`src/rtl/alu_pkg.sv`:
```
// rtl/alu_pkg.sv - ALUop codes, funct constants, issue FSM encoding and funct decoder
package alu_pkg;

    localparam logic [2:0] ALU_ADD = 3'b000;
    localparam logic [2:0] ALU_SUB = 3'b001;
    localparam logic [2:0] ALU_XOR = 3'b011;
    localparam logic [2:0] ALU_AND = 3'b100;
    localparam logic [2:0] ALU_OR  = 3'b101;
    localparam logic [2:0] ALU_SLT = 3'b110;
    localparam logic [2:0] ALU_NOR = 3'b111;

    localparam logic [5:0] FUNCT_ADD = 6'h20;
    localparam logic [5:0] FUNCT_SUB = 6'h22;
    localparam logic [5:0] FUNCT_XOR = 6'h26;
    localparam logic [5:0] FUNCT_AND = 6'h24;
    localparam logic [5:0] FUNCT_OR  = 6'h25;
    localparam logic [5:0] FUNCT_SLT = 6'h2A;
    localparam logic [5:0] FUNCT_NOR = 6'h27;

    typedef enum logic {
        ST_RUN  = 1'b0,
        ST_HALT = 1'b1
    } state_t;

    typedef struct packed {
        logic       legal;
        logic [2:0] op;
    } dec_t;

    // Unknown funct codes decode as illegal; 010 is never produced.
    function automatic dec_t decode_funct(input logic [5:0] funct);
        dec_t d;
        d.legal = 1'b1;
        d.op    = ALU_ADD;
        case (funct)
            FUNCT_ADD: d.op = ALU_ADD;
            FUNCT_SUB: d.op = ALU_SUB;
            FUNCT_XOR: d.op = ALU_XOR;
            FUNCT_AND: d.op = ALU_AND;
            FUNCT_OR:  d.op = ALU_OR;
            FUNCT_SLT: d.op = ALU_SLT;
            FUNCT_NOR: d.op = ALU_NOR;
            default:   d.legal = 1'b0;
        endcase
        return d;
    endfunction

endpackage

```
`src/rtl/regfile32.sv`:
```
// rtl/regfile32.sv - 32-entry register file, three async read ports, one sync write, R0 fixed at 0
module regfile32 #(
    parameter int DATA_W = 32
) (
    input  logic              clk,
    input  logic              reset,
    input  logic              we,
    input  logic [4:0]        waddr,
    input  logic [DATA_W-1:0] wdata,
    input  logic [4:0]        rs_addr,
    output logic [DATA_W-1:0] rs_data,
    input  logic [4:0]        rt_addr,
    output logic [DATA_W-1:0] rt_data,
    input  logic [4:0]        dbg_addr,
    output logic [DATA_W-1:0] dbg_data
);

    logic [DATA_W-1:0] regs [32];

    always_ff @(posedge clk) begin
        if (reset) begin
            for (int i = 0; i < 32; i++) begin
                regs[i] <= '0;
            end
        end else if (we && (waddr != 5'd0)) begin
            regs[waddr] <= wdata;
        end
    end

    assign rs_data  = (rs_addr  == 5'd0) ? '0 : regs[rs_addr];
    assign rt_data  = (rt_addr  == 5'd0) ? '0 : regs[rt_addr];
    assign dbg_data = (dbg_addr == 5'd0) ? '0 : regs[dbg_addr];

endmodule

```
`src/rtl/alu_issue_wb.sv`:
```
// rtl/alu_issue_wb.sv - R-type issue, operand forwarding and writeback around alu32
module alu_issue_wb
    import alu_pkg::*;
#(
    parameter int DATA_W = 32,
    parameter int CNT_W  = 16
) (
    input  logic              clk,
    input  logic              reset,
    input  logic              instr_valid,
    output logic              instr_ready,
    input  logic [31:0]       instr,
    output logic [DATA_W-1:0] alu_a,
    output logic [DATA_W-1:0] alu_b,
    output logic [2:0]        alu_op,
    input  logic [DATA_W-1:0] alu_result,
    output logic              wb_valid,
    output logic [4:0]        wb_rd,
    output logic [DATA_W-1:0] wb_data,
    output logic              illegal,
    output logic [CNT_W-1:0]  retire_cnt,
    input  logic [4:0]        dbg_addr,
    output logic [DATA_W-1:0] dbg_data
);

    state_t            state;
    state_t            state_next;
    logic [5:0]        op;
    logic [4:0]        rs;
    logic [4:0]        rt;
    logic [4:0]        rd;
    logic [5:0]        funct;
    logic              unused_shamt;
    dec_t              dec;
    logic              legal;
    logic              accept;
    logic              e_valid;
    logic [4:0]        e_rd;
    logic [DATA_W-1:0] rs_data;
    logic [DATA_W-1:0] rt_data;
    logic [DATA_W-1:0] a_next;
    logic [DATA_W-1:0] b_next;

    assign op           = instr[31:26];
    assign rs           = instr[25:21];
    assign rt           = instr[20:16];
    assign rd           = instr[15:11];
    assign funct        = instr[5:0];
    assign unused_shamt = ^instr[10:6];

    assign dec    = decode_funct(funct);
    assign legal  = dec.legal && (op == 6'd0);
    assign accept = instr_valid && instr_ready;

    regfile32 #(.DATA_W(DATA_W)) u_regfile (
        .clk      (clk),
        .reset    (reset),
        .we       (e_valid),
        .waddr    (e_rd),
        .wdata    (alu_result),
        .rs_addr  (rs),
        .rs_data  (rs_data),
        .rt_addr  (rt),
        .rt_data  (rt_data),
        .dbg_addr (dbg_addr),
        .dbg_data (dbg_data)
    );

    // The retiring result is not in the register file yet, so bypass it to a dependent issue.
    always_comb begin
        a_next = rs_data;
        b_next = rt_data;
        if (e_valid && (e_rd != 5'd0) && (e_rd == rs)) a_next = alu_result;
        if (e_valid && (e_rd != 5'd0) && (e_rd == rt)) b_next = alu_result;
    end

    always_ff @(posedge clk) begin
        if (reset) state <= ST_RUN;
        else       state <= state_next;
    end

    always_comb begin
        state_next = state;
        if ((state == ST_RUN) && accept && !legal) state_next = ST_HALT;
    end

    always_comb begin
        instr_ready = (state == ST_RUN);
    end

    always_ff @(posedge clk) begin
        if (reset) begin
            e_valid    <= 1'b0;
            e_rd       <= '0;
            alu_a      <= '0;
            alu_b      <= '0;
            alu_op     <= ALU_ADD;
            wb_valid   <= 1'b0;
            wb_rd      <= '0;
            wb_data    <= '0;
            illegal    <= 1'b0;
            retire_cnt <= '0;
        end else begin
            wb_valid <= e_valid;
            if (e_valid) begin
                wb_rd      <= e_rd;
                wb_data    <= alu_result;
                retire_cnt <= retire_cnt + CNT_W'(1);
            end
            if (accept && legal) begin
                e_valid <= 1'b1;
                e_rd    <= rd;
                alu_a   <= a_next;
                alu_b   <= b_next;
                alu_op  <= dec.op;
            end else begin
                e_valid <= 1'b0;
            end
            if (accept && !legal) illegal <= 1'b1;
        end
    end

endmodule

```
`config.mk`:
```
export PLATFORM = sky130hd
export DESIGN_NAME = alu_issue_wb
export DESIGN_NICKNAME = d
export VERILOG_FILES = /design/src/rtl/alu_pkg.sv /design/src/rtl/regfile32.sv /design/src/rtl/alu_issue_wb.sv
export SDC_FILE = /design/constraint.sdc
export NUM_CORES = 2
export LEC_CHECK = 0
export BUFFER_PORTS_ARGS = -buffer_cell sky130_fd_sc_hd__buf_2
export CELL_PAD_IN_SITES_DETAIL_PLACEMENT = 0
export CELL_PAD_IN_SITES_GLOBAL_PLACEMENT = 1
export CORE_MARGIN = 10
export CORE_UTILIZATION = 48
export CTS_BUF_LIST = sky130_fd_sc_hd__clkbuf_16
export DETAILED_ROUTE_END_ITERATION = 8
export PLACE_DENSITY_LB_ADDON = 0.1
export SETUP_SLACK_MARGIN = 0.2
export SLEW_MARGIN = 15
export SYNTH_ARGS = -nofsm -noshare
export SYNTH_HDL_FRONTEND = slang
export SYNTH_SLANG_ARGS = --single-unit
```
`constraint.sdc`:
```
create_clock -name clk -period 2.1 [get_ports clk]
set_input_delay 0.105 -clock clk [delete_from_list [all_inputs] [get_ports clk]]
set_output_delay 0.105 -clock clk [all_outputs]
set_load 0.05 [all_outputs]
```
After elaboration in Yosys (flattened, before gate mapping). Memories as Yosys holds them, arrays and structs flattened. Index checks and enable logic that the tools add are counted.

Register bits: 129. RAM bits: 1024. Output and inout port bits: 155. Logic and storage cells: 56. Memories: 1.

Memories: u_regfile.regs (words 32, bits a word 32, rd ports 3, clocked after Yosys merged registers in 0, write ports 32, line regfile32.sv:18) `logic [DATA_W-1:0] regs [32];`.

Add/sub/neg operators: 1. Equal/unequal tests: 9. Mux-type cells: 16. Bitwise gates (word level): 1. Reductions and logical operators: 17.

Operators by type and width (number): 32-bit 2-to-1 mux (6); 6-bit equality test (second input constant) (7); 32-bit OR reduction (1); 3-bit case mux with 6 select lines (1); 16-bit by 1-bit adder with 16-bit output (second input constant) (1); 5-bit logical NOT (3); 5-bit equality test (2); 1-bit logical AND (9); 1-bit 2-to-1 mux (8); 7-bit OR reduction (1); 6-bit logical NOT (1); 5-bit 2-to-1 mux (1); 5-bit nonzero test (1); 1-bit logical NOT (1); 1-bit NOT (1).

Logic depth before layout (Yosys ltp).
Depth in word-level cells: 7. Depth in mapped cells: 8. Depth with buffers taken out: 5.

Modules after synthesis. From an unflattened synthesis, not the netlist that was laid out.

Cells, all modules: 4871. Area, all modules: 68065.3 um2.

By module, submodules not included: regfile32 (times used 1, cells each 4255, area an instance 62645.1 um2, sequential area each 30749.5 um2); alu_issue_wb (times used 1, cells each 616, area an instance 5420.2 um2, sequential area each 2562.5 um2).

Least setup slack after synthesis. No wires, ideal clock.

Kind: input port to output port. Start point: in dbg_addr[0]. End point: out dbg_data[24]. Arrival: 2.195 ns. Required time: 1.995 ns. Setup slack: -0.200 ns. Cell stages on the path: 7. Path buffers: 3. Cells stage by stage: clkbuf_1 -> buf_2 -> buf_2 -> mux4_2 -> mux4_2 -> nand2_1 -> o21ai_1.

Longest elaborated chain between the ends: 2. Elaborated cells on any way between the ends: 3. Classes of those cells: mux: 1; reduce/logical: 1; memory: 1.

RTL lines: start: declaration (line alu_issue_wb.sv:22) `input logic [4:0] dbg_addr,`; memory read 32 x 32 bit or 5-bit logical NOT (tied branches); 32-bit 2-to-1 mux (*) (line regfile32.sv:32) `assign dbg_data = (dbg_addr == 5'd0) ? '0 : regs[dbg_addr];`; end: declaration (line alu_issue_wb.sv:23) `output logic [DATA_W-1:0] dbg_data`.

Mark *: on every way between the ends. The rest lies on a longest branch, timed or not.

==> reports/qor.csv <==
metric,value,unit
status,"complete, but fails checks",
failing checks,negative setup slack,
initial antenna violation count,22,
Core Box Area,137300,um2
crit start category,flop,
dpl cells,6484,
Worst Setup SP,u_regfile.regs[23][14],
clock tree buffer depth,3,
WL/cell,42.35,um
overall routed net length,298.4,mm
ys flop type,edfxtp_1,
maximum vdd drop,0.001032,V
vias in the first global route,47430,
Clock Power Share,0.398,
WP buf/inv,1,
Post-Synthesis Cells,4460,
critical path's most frequent cell,mux4_2,
Final nets,5191,
cell type with the highest aggregate area in the netlist,edfxtp_1,
Post-Route Skew,0.03287,ns
Top delay family on crit path,multiplexers,
post-synthesis register bit count,1153,
Switch Pwr,0.01563,W
CTS sink count,1153,
Final Hold Viols,0,
Final Total Pwr,0.05895,W
pre-CTS setup slack,-0.2544,ns
Setup Viol. Count Final,1419,
yosys warns,0,
detailed-route vias per instance,7.114,
drt first-iter violations,8731,
"Req. time, crit path",2.00,ns
Hold Path Origin,instr[5],
Worst Path Max Fanout,3,
Synth area leaders,"edfxtp_1 46%, mux4_2 28%, and2_1 9.4%, dfxtp_1 3.9%, o22ai_1 2.3%",
Die Y,391.3,um
Seq pwr share,0.444,
largest family of logic cells by synthesized area,multiplexers,
CP Data Arrival Time,2.69,ns
CP max stage cell,mux4_2,
post-synth top area share,0.4646,
post-synthesis adder-cell area fraction,0.0001890,
Initial Utilization,0.4820,
PortBufs,221,
simple-gate share of the synthesized area,0.1197,
mux cell area share after synthesis,0.2901,
post-route antenna net violation count,0,
number of H-tree levels,4,
drc violations,0,
Comb pwr share,0.158,
clock buffer count from CTS,139,
Core Rows,136,
via count,50130,
share of cells above drive strength 1,0.4428,
asr flop ratio synth,0,
pin count of the biggest net entering global routing,102,
"Seq/Total Area, Yosys",0.5036,
final max-slew violation count,0,
Worst Slack Setup Final,-0.6916,ns
routability cong.,0.9135,
Synth Area in XOR/XNOR,0.002911,
worst hold slack,0.04276,ns
Worst Tran Pin Value,0.8931,ns
Layout Cells excl Fill,7047,
clock-pin slew on the worst setup and hold paths,0.06,ns
hold crit path type,input port to flop,
Tot GR Track Use,0.3689,
met3 wire len,44.10,mm
Ports,227,
crit path cell chain,mux4_2 -> mux4_2 -> nand2_2 -> o21ai_4 -> buf_4,
syn_area_per_cell,14.84,um2
unrepaired setup endpoints after global routing,yes,
Netlist cell types,50,
CP max stage delay,0.52,ns
Die ar.,153200,um2
met2 routed WL,129.0,mm
dominant cell by count in the synthesized netlist,edfxtp_1,
Sw Ratio,0.2652,
CTS tree,built,
Rel. slew slack,0.4046,
PwrDens,693.8,nW/um2
WS Path Type,flop to primary output,
Cell Int Power,0.04331,W
Achievable Freq,358.2,MHz
cell area after synthesis,66190,um2
Critical Path Sink Type,primary output,
Pleak,31.33,nW
top layer in use,met5,
Synth Area in Compound Gates,0.04661,
max-cap viol count,0,
DRT Pass-1 Iters,7,
Die W,391.3,um
number of synthesized flops with an enable pin,1024,
Detailed Place HPWL,181.3,mm
worst r2r src,e_rd[2],
period utilisation layout,1.329,
most instantiated cells after synthesis,"1,024 x edfxtp_1, 993 x and2_1, 833 x mux4_2",
Root Driver,clkbuf_16,
Area growth syn-to-layout,28.36,%
minimum clock period,2.792,ns
GRT overflow,0,
first-pass GRT wire length,389.2,mm
clk_lat worst skew,0.80,ns
DRT met1 WL,103.2,mm
[per-layer routing]
layer / up-vias / global-route usage
met4: 10 / 0.2040
met1: 25690 / 0.4831
li1: 19040 / -
met3: 955 / 0.1120
met5: - / 0
met2: 4438 / 0.5492
[stage by stage]
stage	TNS [ns]	utilization	cell area [um2]
after global routing	-145.05	0.6184	84920
final	-144.36	0.6187	84970
after detailed placement	-22.58	0.5465	75040
after CTS	-21.11	0.6008	82500
after floorplan	0	-	67000
after global placement	-19.78	0.5465	75040
[cells in the final DEF, fill, tap and decap left out, types with 8 or more instances in the layout]
cell type / Yosys / layout
mux2i_1: 43 / 43
or2_4: 0 / 31
o21ai_2: 0 / 24
nand2_1: 57 / 44
nand3_1: 12 / 9
nor2_1: 91 / 59
or4_1: 63 / 63
nand3b_1: 12 / 12
clkinv_1: 0 / 34
inv_1: 97 / 120
dlygate4sd3_1: 0 / 51
clkbuf_16: 0 / 178
xnor2_1: 15 / 15
o22ai_1: 248 / 248
buf_8: 0 / 20
nor2_4: 0 / 31
nand2_2: 0 / 13
buf_6: 6 / 75
diode_2: 0 / 25
buf_4: 1 / 299
o21ai_4: 0 / 32
edfxtp_1: 1024 / 1024
nor3_1: 10 / 9
buf_16: 0 / 47
inv_2: 0 / 13
o21ai_1: 92 / 36
bufinv_16: 0 / 8
a31oi_1: 62 / 61
mux4_2: 833 / 833
buf_12: 0 / 286
buf_2: 99 / 181
a21oi_1: 16 / 15
dfxtp_1: 129 / 126
and2_1: 993 / 810
and2_4: 0 / 183
clkinv_2: 0 / 16
a211oi_1: 60 / 60
conb_1: 1 / 32
[final timing paths]
path                  endpoint  slack [ns]  cells past startpoint
setup / recovery  dbg_data[14]       -0.69                      5
hold / removal           state        0.04                      6
setup reg to reg     alu_a[10]       -0.31                      7
hold reg to reg      alu_op[1]        0.46                      2
[cell families after synthesis]
logic type	count (synthesis)
mux	877
other cells	1
fa+ha+maj	1
simple gates	1308
buf+inv	604
compound gates	494
flops	1153
xor+xnor	22
[power by group through the flow]
stage	logic, W	clock network, W	registers (W)
global route	0.00945	0.0244	0.0262
CTS	0.00899	0.0235	0.0261
global placement	0.00827	0	0.0265
finish	0.00934	0.0235	0.0262
detailed placement	0.00827	0	0.0266
floorplan	0.00472	0	0.0264
[timing repair]
| action | in CTS | in global routing |
|---|---|---|
| setup endpoints to repair | 1797 | 1444 |
| resized for setup | 176 | 323 |
| buffers inserted | 102 | 58 |
| pin swaps | 29 | 39 |
| hold endpoints to repair | 357 | 0 |
| hold buffers | 52 | 0 |
| gates cloned | 39 | 38 |
[worst min-delay path, delay by kind of cell]
kind	cells	cell delay, ns
simple gates	2	0.28
buf+inv	2	0.23
compound gates	2	0.18
[sequential cells by signal (all words and copies together), names as in the netlist, 3 cells and up]
name            count
alu_b              32
alu_a              32
u_regfile.regs   1024
alu_op              3
wb_rd               5
wb_data            32
e_rd                5
retire_cnt         16
[cell type report]
type	instances	area [um2]
well taps	1794	2245
repair buffers	993	12670
fillers	10060	52360
flip-flops and latches	1153	33340
diodes	25	62.56
clock inverters	105	685.7
multi-input cells	2734	31940
clock buffers	146	3654
inverters	97	366.6
No activity file was read; power rests on OpenSTA's default activity.
